### config.mk
export PLATFORM = sky130hd
export DESIGN_NAME = sdram_port_arbiter
export DESIGN_NICKNAME = d
export VERILOG_FILES = /design/src/rtl/sdram_arb_pkg.sv /design/src/rtl/sdram_arb_rr.sv /design/src/rtl/sdram_port_arbiter.sv
export SDC_FILE = /design/constraint.sdc
export NUM_CORES = 1
export LEC_CHECK = 0
export ABC_AREA = 1
export ABC_CLOCK_PERIOD_IN_PS = 1100
export CORE_MARGIN = 4
export CORE_UTILIZATION = 36
export DETAILED_ROUTE_END_ITERATION = 8
export HOLD_SLACK_MARGIN = 0.02
export PLACE_DENSITY = 0.75
export SLEW_MARGIN = 20
export SYNTH_ARGS = -nofsm -noshare
export SYNTH_HDL_FRONTEND = slang
export SYNTH_SLANG_ARGS = --single-unit
### constraint.sdc
create_clock -name clk -period 1.1 [get_ports clk]
set_input_delay 0.275 -clock clk [delete_from_list [all_inputs] [get_ports clk]]
set_output_delay 0.275 -clock clk [all_outputs]
set_load 0.01 [all_outputs]
### src/rtl/sdram_arb_pkg.sv
// Shared types and the round-robin pick function for the SDRAM port arbiter.
// Used by sdram_arb_rr and sdram_port_arbiter.
package sdram_arb_pkg;

  localparam int NPORT_MAX = 4;
  localparam int IDX_W     = 2;

  typedef enum logic [1:0] {
    IDLE    = 2'd0,
    ISSUE   = 2'd1,
    RDWAIT  = 2'd2,
    REFRESH = 2'd3
  } arb_state_t;

  // Scan last+1, last+2, ... mod nport; the nearest asserted request wins.
  function automatic logic [IDX_W-1:0] rr_pick(input logic [NPORT_MAX-1:0] req,
                                               input logic [IDX_W-1:0]     last,
                                               input int                   nport);
    logic [IDX_W-1:0] pick;
    int cand;
    pick = last;
    for (int k = NPORT_MAX; k >= 1; k--) begin
      if (k <= nport) begin
        cand = (int'(last) + k) % nport;
        if (req[IDX_W'(cand)]) pick = IDX_W'(cand);
      end
    end
    return pick;
  endfunction

endpackage

### src/rtl/sdram_arb_rr.sv
// Combinational round-robin picker: the port after 'last' with a request wins.
module sdram_arb_rr
  import sdram_arb_pkg::*;
#(
  parameter int NPORT = 2
) (
  input  logic [NPORT-1:0] req,
  input  logic [IDX_W-1:0] last,
  output logic             valid,
  output logic [IDX_W-1:0] idx
);

  always_comb begin
    valid = |req;
    idx   = rr_pick(NPORT_MAX'(req), last, NPORT);
  end

endmodule

### src/rtl/sdram_port_arbiter.sv
// Shares one SDRAM controller command port among NPORT clients, one command in flight.
// Optional periodic refresh insertion when SDRAM_ARB_REFRESH_EN is defined.
module sdram_port_arbiter
  import sdram_arb_pkg::*;
#(
  parameter int NPORT = 2,
  parameter int AW    = 22,
  parameter int DW    = 16,
  parameter int T_RI  = 1900
) (
  input  logic              clk,
  input  logic              reset,
  input  logic [NPORT-1:0]  req,
  input  logic [NPORT-1:0]  wr,
  input  logic [NPORT*AW-1:0] addr,
  input  logic [NPORT*DW-1:0] wdata,
  output logic [NPORT-1:0]  ack,
  output logic [NPORT-1:0]  rvalid,
  output logic [DW-1:0]     rdata,
  output logic              ctl_req,
  output logic              ctl_wr,
  output logic [AW-1:0]     ctl_addr,
  output logic [DW-1:0]     ctl_wdata,
  output logic              ctl_refresh,
  input  logic              ctl_ack,
  input  logic              ctl_rvalid,
  input  logic [DW-1:0]     ctl_rdata
);

  if (NPORT < 2 || NPORT > NPORT_MAX || T_RI < 2) begin : g_cfg_check
    $error("sdram_port_arbiter: unsupported parameter set");
  end

  logic              wr_a    [NPORT_MAX];
  logic [AW-1:0]     addr_a  [NPORT_MAX];
  logic [DW-1:0]     wdata_a [NPORT_MAX];

  for (genvar i = 0; i < NPORT_MAX; i++) begin : g_unpack
    if (i < NPORT) begin : g_port
      assign wr_a[i]    = wr[i];
      assign addr_a[i]  = addr[i*AW +: AW];
      assign wdata_a[i] = wdata[i*DW +: DW];
    end else begin : g_pad
      assign wr_a[i]    = 1'b0;
      assign addr_a[i]  = '0;
      assign wdata_a[i] = '0;
    end
  end

  arb_state_t        state;
  logic [IDX_W-1:0]  rr_last;
  logic [IDX_W-1:0]  owner;
  logic              pick_valid;
  logic [IDX_W-1:0]  pick_idx;
  logic [NPORT-1:0]  req_live;

  // A client sees its ack one cycle late, so its req is still up in the ack cycle.
  assign req_live = req & ~ack;

  sdram_arb_rr #(.NPORT(NPORT)) u_rr (
    .req   (req_live),
    .last  (rr_last),
    .valid (pick_valid),
    .idx   (pick_idx)
  );

`ifdef SDRAM_ARB_REFRESH_EN
  localparam int CW = $clog2(T_RI);

  logic [CW-1:0] ref_cnt;
  logic          ref_pending;
  logic          ref_done;

  assign ref_done = (state == REFRESH) && ctl_ack;

  // Free-running interval timer; a new pending request wins over a same-cycle clear.
  always_ff @(posedge clk) begin
    if (reset) begin
      ref_cnt     <= '0;
      ref_pending <= 1'b0;
    end else if (ref_cnt == CW'(T_RI - 1)) begin
      ref_cnt     <= '0;
      ref_pending <= 1'b1;
    end else begin
      ref_cnt <= ref_cnt + 1'b1;
      if (ref_done) ref_pending <= 1'b0;
    end
  end
`else
  assign ctl_refresh = 1'b0;
`endif

  always_ff @(posedge clk) begin
    if (reset) begin
      state     <= IDLE;
      rr_last   <= IDX_W'(NPORT - 1);
      owner     <= '0;
      ack       <= '0;
      rvalid    <= '0;
      rdata     <= '0;
      ctl_req   <= 1'b0;
      ctl_wr    <= 1'b0;
      ctl_addr  <= '0;
      ctl_wdata <= '0;
`ifdef SDRAM_ARB_REFRESH_EN
      ctl_refresh <= 1'b0;
`endif
    end else begin
      ack    <= '0;
      rvalid <= '0;
      case (state)
        IDLE: begin
`ifdef SDRAM_ARB_REFRESH_EN
          if (ref_pending) begin
            ctl_refresh <= 1'b1;
            state       <= REFRESH;
          end else
`endif
          if (pick_valid) begin
            owner     <= pick_idx;
            rr_last   <= pick_idx;
            ctl_req   <= 1'b1;
            ctl_wr    <= wr_a[pick_idx];
            ctl_addr  <= addr_a[pick_idx];
            ctl_wdata <= wdata_a[pick_idx];
            state     <= ISSUE;
          end
        end
        ISSUE: begin
          if (ctl_ack) begin
            ctl_req <= 1'b0;
            ack     <= NPORT'(32'(1) << owner);
            state   <= ctl_wr ? IDLE : RDWAIT;
          end
        end
        RDWAIT: begin
          if (ctl_rvalid) begin
            rdata  <= ctl_rdata;
            rvalid <= NPORT'(32'(1) << owner);
            state  <= IDLE;
          end
        end
`ifdef SDRAM_ARB_REFRESH_EN
        REFRESH: begin
          if (ctl_ack) begin
            ctl_refresh <= 1'b0;
            state       <= IDLE;
          end
        end
`endif
        default: state <= IDLE;
      endcase
    end
  end

endmodule

# Word-level counts from Yosys, hierarchy flattened
# Index checks and enable logic that the tools add are counted.
[totals]
regBits = 66
output_inout_bits = 61
memories = 0
romBits = 0
ramBits = 0
latchBits = 0
word_cells = 64
[op_classes]
reduce_logical = 9
mul = 0
mux = 25
n_div = 0
bitwise_logic = 9
eq_ne = 5
add_sub_neg = 2
order_cmp = 3
n_shift = 1
[ops]
columns = ["op", "n"]
rows = [
  ["22-bit binary-select mux with 2-bit select", 1],
  ["22-bit two-way mux", 2],
  ["16-bit binary-select mux with 2-bit select", 1],
  ["16-bit two-way mux", 2],
  ["2-bit two-way mux", 6],
  ["2-bit by 4-bit < comparator with 1-bit output, second input constant", 2],
  ["1-bit two-way mux", 8],
  ["1-bit binary-select mux with 2-bit select", 3],
  ["2-bit != test, second input constant", 3],
  ["2-bit one-hot mux with 3 select lines", 1],
  ["3-bit AND reduction", 2],
  ["3-bit OR reduction", 2],
  ["1-bit inverter", 4],
  ["2-bit AND reduction", 2],
  ["3-bit greater-or-equal comparator, second input constant", 1],
  ["2-bit inverter with 3-bit output", 1],
  ["1-bit adder, second input constant", 2],
  ["1-bit bitwise AND, first input constant", 2],
  ["2-bit bitwise AND", 1],
  ["2-bit by 1-bit == test with 1-bit output, second input constant", 1],
  ["2-bit == test, second input constant", 1],
  ["2-bit zero test", 1],
  ["2-bit inverter", 1],
  ["1-bit one-hot mux with 2 select lines", 1],
  ["3 further kinds", 3],
]

# Depth between registers and ports, before layout
[logic_depth]
ltp_word = 11
ltp_mapped = 9
depth_no_buf = 8

# Modules after synthesis
# Synthesis repeated with hierarchy kept, for this count alone.
[unflattened]
hier_cells = 426
area_unflattened_um2 = 2924.1
[modules_own_cells]
columns = ["module", "cells_each", "instances", "area_each_um2", "seq_area_each_um2"]
rows = [
  ["sdram_port_arbiter", 417, 1, 2885.3, 1301.2],
  ["sdram_arb_rr", 9, 1, 38.8, 0.0],
]

# Worst setup path before layout
# No wires, ideal clock.
[synth_timing]
path_type = "register to register"
start = "reg ack[1]"
end = "reg ctl_addr[20]"
setup_time_ns = 0.109
arrival_ns = 1.023
stages_incl_launch_ff = 10
path_buffers = 2
path_slack_ns = -0.032
path_cell_list = "dfxtp_1 > inv_1 > nand2_1 > nand2_2 > buf_6 > buf_6 > nand3_2 > nand3_1 > nand2_1 > inv_1"
[synth_via]
elab_chain_cells = 11
elab_cells_between_ends = 16
classes_between = "11 x mux; 3 x bitwise; 2 x reduce/logical"
[synth_lines]
columns = ["item", "line_no", "source"]
rows = [
  ["start, declared", "sdram_port_arbiter.sv:17", "output logic [NPORT-1:0] ack,"],
  ["start signal, assigned", "sdram_port_arbiter.sv:132", "ack <= NPORT'(32'(1) << owner);"],
  ["2-bit inverter *", "sdram_port_arbiter.sv:58", "assign req_live = req & ~ack;"],
  ["2-bit bitwise AND *", "sdram_port_arbiter.sv:58", ""],
  ["1-bit binary-select mux with 2-bit select", "sdram_arb_pkg.sv:25", "if (req[IDX_W'(cand)]) pick = IDX_W'(cand);"],
  ["1-bit two-way mux (implied by the code) (2 in series)", "sdram_arb_pkg.sv:25", ""],
  ["2-bit two-way mux (2 in series)", "sdram_arb_pkg.sv:25", ""],
  ["2-bit inverter with 3-bit output (implied by the code)", "sdram_port_arbiter.sv:124", "ctl_addr <= addr_a[pick_idx];"],
  ["22-bit binary-select mux with 2-bit select", "sdram_port_arbiter.sv:124", ""],
  ["22-bit two-way mux (implied by the code) (2 in series)", "sdram_port_arbiter.sv:124", ""],
  ["end signal, assigned", "sdram_port_arbiter.sv:124", ""],
  ["end, declared", "sdram_port_arbiter.sv:22", "output logic [AW-1:0] ctl_addr,"],
]
# Every way passes the cells marked *; elsewhere a longest branch is shown, timed or not. The select of a mux whose other input is x is not followed.
# A chain may end at the register's enable or synchronous reset.

# Worst setup path after layout
[layout_timing]
start = "reg ack[0]"
end = "reg ctl_addr[4]"
# The elaborated chain is that of the path after synthesis.

==> flow_summary.yaml <==
run_status:
  status: "finished with violations"
  violations: "negative setup slack"
logic_synthesis:
  synth_edf_count: 0
  synth_fp_nets: 557
  yosysWarnings: 0
  synth-seq-cells: 65
  netlist.area_leader.share_pct: 41.0
  synth_common_cells: "102 x nand2_1, 86 x nand3_1, 82 x inv_1, 65 x dfxtp_1, 58 x a21oi_1"
  async_flop_share_pct: 0
  yosysMostFrequentCell: "nand2_1"
  synth_area_leader_cell: "dfxtp_1"
  ys_types: 23
  yosysSeqAreaShare_pct: 41.0
  synth_area_leaders: "dfxtp_1 41%, nand3_1 14%, nand2_1 12%, inv_1 9.7%, a21oi_1 9.1%"
  syn_area_sq_um: 3180
  synth_cells: 457
  syn_avg_cell_area_sq_um: 6.95
  synthFlopType: "dfxtp_1"
placement:
  dp_hpwl_mm: 7.08
  pre_cts_ws_ns: -0.508
  gp_congestion: 0.783
  port_buffers: 159
clock_network:
  clk_pin_slew_worst_paths_ns: 0.08
  clockBufferDepth: 2
  numCtsBuffers: 9
  root_buffer: "clkbuf_8"
  cts_hold_buf: 0
  cts_sinks: 65
  cts_tree: "yes"
  clk_latency_ns: 0.33
  htree_num_levels: 3
cells_and_area:
  nets: 727
  syn_to_final_growth_pct: 79.9
  post-route-util_pct: 66.2
  nFillCells: 711
  drive_gt1_share_pct: 42.1
  diodes: 0
worst_setup_path:
  critPathLaunch: "ack[0]"
  worst_r2r_path_depth: 8
  r2r-end: "ctl_addr[4]"
  slowest_delay_ns: 0.33
  path_cells: "inv_2 -> nand2_2 -> nand2_2 -> nand2_4 -> buf_6 -> a21oi_1 -> nand2_2 -> inv_2"
  cpMostUsedCell: "nand2_2"
  arrival_ns: 1.49
  endpoint_kind: "flop"
  cpMaxStageDelayCell: "dfxtp_2"
  startpoint_type: "flop"
  cp.required_ns: 1.39
  r2r_start: "ack[0]"
  path_class: "reg2reg"
  crit_fanout: 12
  reg2reg_slack_ns: -0.10
worst_hold_path:
  hold_depth: 3
  min-delay-start: "reset"
  hp-class: "in2reg"
  min_to: "rdata[2]"
die:
  die_area_sq_um: 10400
  core_sq_um: 8640
  std_cell_rows: 34
  start_util_pct: 36.8
  die_h_um: 102
  die_width_um: 102
  ios: 161
routing:
  drtPass1Iterations: 4
  wl_mm: 10.9
  ant_nets: 0
  via_count: 3500
  post-route-drc-count: 0
  first_iter_violations: 70
  vias_per_cell: 4.73
  wire_per_inst_um: 14.7
global_route:
  grt_antenna_before_repair: 0
  grt_pass1_wl_mm: 16.2
  grt-ovfl-total: 0
  grt_pass1_vias: 3407
  grt_usage_pct: 19.3
  grt_max_degree: 40
timing:
  whs_ns: 0.409
  grt_setup_unrepaired: "yes"
  post-route-min-period_ns: 1.20
  fmax_ghz: 0.831
  fin_ws_ns: -0.103
  final-hold-violation-count: 0
  setup_violations: 42
  finalClockSkew_ns: 0.0137
  drv_slew: 0
  totalNegativeSetupSlack_ns: -2.48
  period_share_pct: 109
run:
  maxCapViolCount: 0
power:
  p_per_area_nw_per_um2: 1290
  total_power_w: 0.00739
  p_leak_nw: 2.74
  vdd_drop_max_uv: 738
[what timing repair did]
action / CTS / global route
endpoints found under the setup margin: 102 / 97
pin swaps: 10 / 32
gates resized for setup: 313 / 119
buffers inserted: 2 / 1
cloned: 6 / 2
endpoints found under the hold margin: 0 / 0
[final cells by class]
| cell class | instances | area (sq um) | share of cell area, % |
|---|---|---|---|
| repair buffers | 191 | 1960 | 34.3 |
| multi-input cells | 274 | 1740 | 30.5 |
| flip-flops and latches | 65 | 1360 | 23.9 |
| inverters | 86 | 335 | 5.87 |
| well taps | 108 | 135 | 2.37 |
| clock buffers | 9 | 124 | 2.17 |
| clock inverters | 7 | 52.6 | 0.920 |
[sequential cells by signal, summed over array words and instances (netlist names)]
signal	cells
ctl_req	1
ctl_wdata	16
state	2
rvalid	2
owner	1
ctl_addr	22
rdata	16
ack	2
ctl_wr	1
rr_last	2
[critical path: cells and delay by family, from the launching register on]
kind | cells | cell delay, ns
DFF | 1 | 0.33
AOI/OAI and AO/OA | 1 | 0.20
buffers and inverters | 3 | 0.29
and+or+nand+nor | 4 | 0.33
[logic make-up after synthesis]
logic type / after synthesis / share of synthesized area (%)
buf+inv: 118 / 17.0
flops: 65 / 41.0
compound gates: 58 / 9.14
simple gates: 215 / 32.8
other cells: 1 / 0.118
[per-stage QoR]
step,cells,cell area [sq um]
2_1_floorplan,457,3180
3_3_place_gp,714,4950
3_5_place_dp,714,4950
4_1_cts,737,5200
5_1_grt,740,5710
6_report,740,5710
[cell usage in the layout, fill, tap and decap left out, types with 2 or more instances in the layout]
master           count
clkdlybuf4s50_1     95
inv_1               79
nand2_1             69
a21oi_1             54
nand3_2             52
dfxtp_2             49
nand3_1             41
buf_2               37
buf_6               27
nand2_2             26
dfxtp_1             16
nand2_4             10
clkbuf_8             9
buf_12               9
buf_4                9
inv_2                6
buf_16               5
nand3_4              4
a21oi_2              4
nor2_1               4
buf_8                3
nor4_1               2
nor4_2               2
clkinv_2             2
inv_6                2
clkinv_4             2
clkbuf_16            2
dlygate4sd2_1        2
[per-layer routing]
metal  wire [um]  vias up  GRT usage [%]
li1            -     1772              -
met1        4280     1584           22.5
met2        5670      125           34.8
met3         726       19           3.96
met4         226        0           7.16
met5           0        -              0
[how the worst max path moves through the flow]
stage | end | slack (ns) | depth (start not counted)
after floorplan | ctl_addr[20] | 0.003 | 9
after global placement | ctl_wdata[10] | -0.47 | 9
after detailed placement | ctl_addr[4] | -0.51 | 9
after CTS | ctl_addr[4] | -0.09 | 1
after global routing | ctl_addr[7] | -0.17 | 9
final | ctl_addr[4] | -0.10 | 8
[report_power, final]
| group | internal [W] | switching (W) |
|---|---|---|
| Combinational | 0.00145 | 0.00137 |
| Sequential | 0.00263 | 0.000149 |
| Clock | 0.000832 | 0.000962 |
Note: power is estimated with default switching activity, not from simulation.
==> RTL edit, RTL diff (same flow settings) <==
Set the parameter `AW` to 44 (it was 22).
--- a/src/rtl/sdram_port_arbiter.sv
+++ b/src/rtl/sdram_port_arbiter.sv
@@ -6,3 +6,3 @@
   parameter int NPORT = 2,
-  parameter int AW    = 22,
+  parameter int AW    = 44,
   parameter int DW    = 16,
Interface: changed (resized addr and ctl_addr); port bits go from 161 to 227. No check against the original RTL was run, so the function may have changed too.
==> RTL edit against the original RTL <==
The run still ends with setup timing left; sequential power rose by 38%; cell area rose by 32%; largest power group unchanged; core utilization fell by 0.63 points; largest cell class unchanged; worst hold slack got worse by 0.014 ns; sequential cell count rose by 22; clock power rose by 81%; via count rose by 39%; worst setup slack got worse by 0.040 ns; synthesized area rose by 34%; cell count rose by 39%; wire length rose by 44%; total power rose by 50%; first-iteration DRC count rose to 4.0 times the old value.
==> RTL edit: results (changes against the original RTL) <==
[status]
outcome = finished with violations
failed_checks = setup timing

[global_routing]
use_met3_pct = 4.63  ; +0.67 points
met2_usage_pct = 35.9  ; +1.1 points
grt_pass1_wl_um = 22400  ; +38%
grt_pass1_vias = 4407  ; +29%
grt_max_degree = 49  ; +23%
grt_usage_pct = 20.9  ; +1.6 points

[final_layout]
utilization_pct = 65.5  ; -0.63 points
nFillCells = 1028  ; +45%
buffer_area_share_pct = 35.2  ; +0.86 points
signal_buffers = 264  ; +38%
multi_input_gates = 387  ; +41%
multi_input_area_share_pct = 27.4  ; -3.1 points
regArea_um2 = 1830  ; +34%
finalNetCount = 1024  ; +41%
reg_top3 = ctl_addr x44, ctl_wdata x16, rdata x16
layout-drive-gt1-share_pct = 29.5  ; -13 points

[logic_synthesis]
syn_avg_cell_area_um2 = 6.58  ; -5.3%
yosys.area_share.adder_pct = 0  ; unchanged
synth.top_cells.by_count = 147 x nand2_1, 143 x nand3_1, 130 x inv_1
synth_compound_area_share_pct = 9.57  ; +0.43 points
syn-num-nets = 792  ; +42%
ys_seq_area_share_pct = 40.9  ; -0.12 points
synth_async_sr_flop_share_pct = 0  ; unchanged
syn_inst = 648  ; +42%
synth.area.top_cells = dfxtp_1 41%, nand3_1 17%, nand2_1 13%, inv_1 11%, a21oi_1 9.4%
yosysUniqueCellTypes = 22  ; -4.3%

[clocking]
cts-root-buf = clkbuf_16
ctsResizeCount = 384  ; +23%
clock_sinks = 87  ; +34%
post_cts_buffers = 5  ; +3

[pwr]
power_leakage_nw = 3.68  ; +34%
p_switching_mw = 3.50  ; +41%
irDropWorstVdd_mv = 0.905  ; +23%

[worst_setup_path]
cp_max_fo = 5  ; -7
reg2reg_to = ctl_addr[5]$_SDFFE_PP0P_
r2r.worst_path.cells = 9  ; +1
crit_arrival_ns = 1.53  ; +0.04 ns

[place]
gp_congestion = 0.796  ; +1.7%
dp_slack_ns = -0.561  ; -0.0533 ns
dp_hpwl_um = 9950  ; +41%
placed_area_um2 = 6790  ; +37%
port_buffers = 225  ; +42%

[worst_hold_path]
min_to = rdata[12]$_SDFFE_PP0P_
worstHoldStart = reset

[timing]
fin_ws_ns = -0.143  ; -0.0403 ns
fin_tns_setup_ns = -7.66  ; -5.19 ns
skew_ns = 0.00843  ; -0.00525 ns
setup_violations = 81  ; +93%

[detailed_routing]
drtIter0Drc = 277  ; +300%
via_per_inst = 4.72  ; -0.13%
drt-met1-wl_um = 6560  ; +53%
vias = 4851  ; +39%
routed-wl-met2_um = 7880  ; +39%

-- RTL edit: changes by cell type after synthesis, moves of 7 or more --
cell and delta:
a21oi_1 +22, buf_2 +13, buf_4 -7, dfxtp_1 +22, inv_1 +48, nand2_1 +45, nand3_1 +57, nand3_2 -10
-- RTL edit: worst max-delay path, cell delays in order, from the launching register on --
cell       delay [ns]
dfxtp_2          0.32
inv_2            0.08
nand2_2          0.08
nand2_4          0.09
nand2_8          0.08
buf_12           0.15
clkbuf_16        0.15
a21oi_1          0.12
nand2_1          0.06
inv_1            0.04
-- RTL edit: cell families after synthesis --
group           count (synthesis)
simple gates                  303
flops                          87
other cells                     1
compound gates                 81
buf+inv                       176
-- RTL edit: power by group through the flow --
stage | combinational [mW] | sequential, mW | clock (mW)
after detailed placement | 3.57 | 3.82 | 0
after floorplan | 1.59 | 3.99 | 0
after CTS | 3.75 | 3.76 | 3.31
after global placement | 3.55 | 3.80 | 0
after global routing | 4.40 | 3.90 | 3.45
final | 4.02 | 3.85 | 3.24
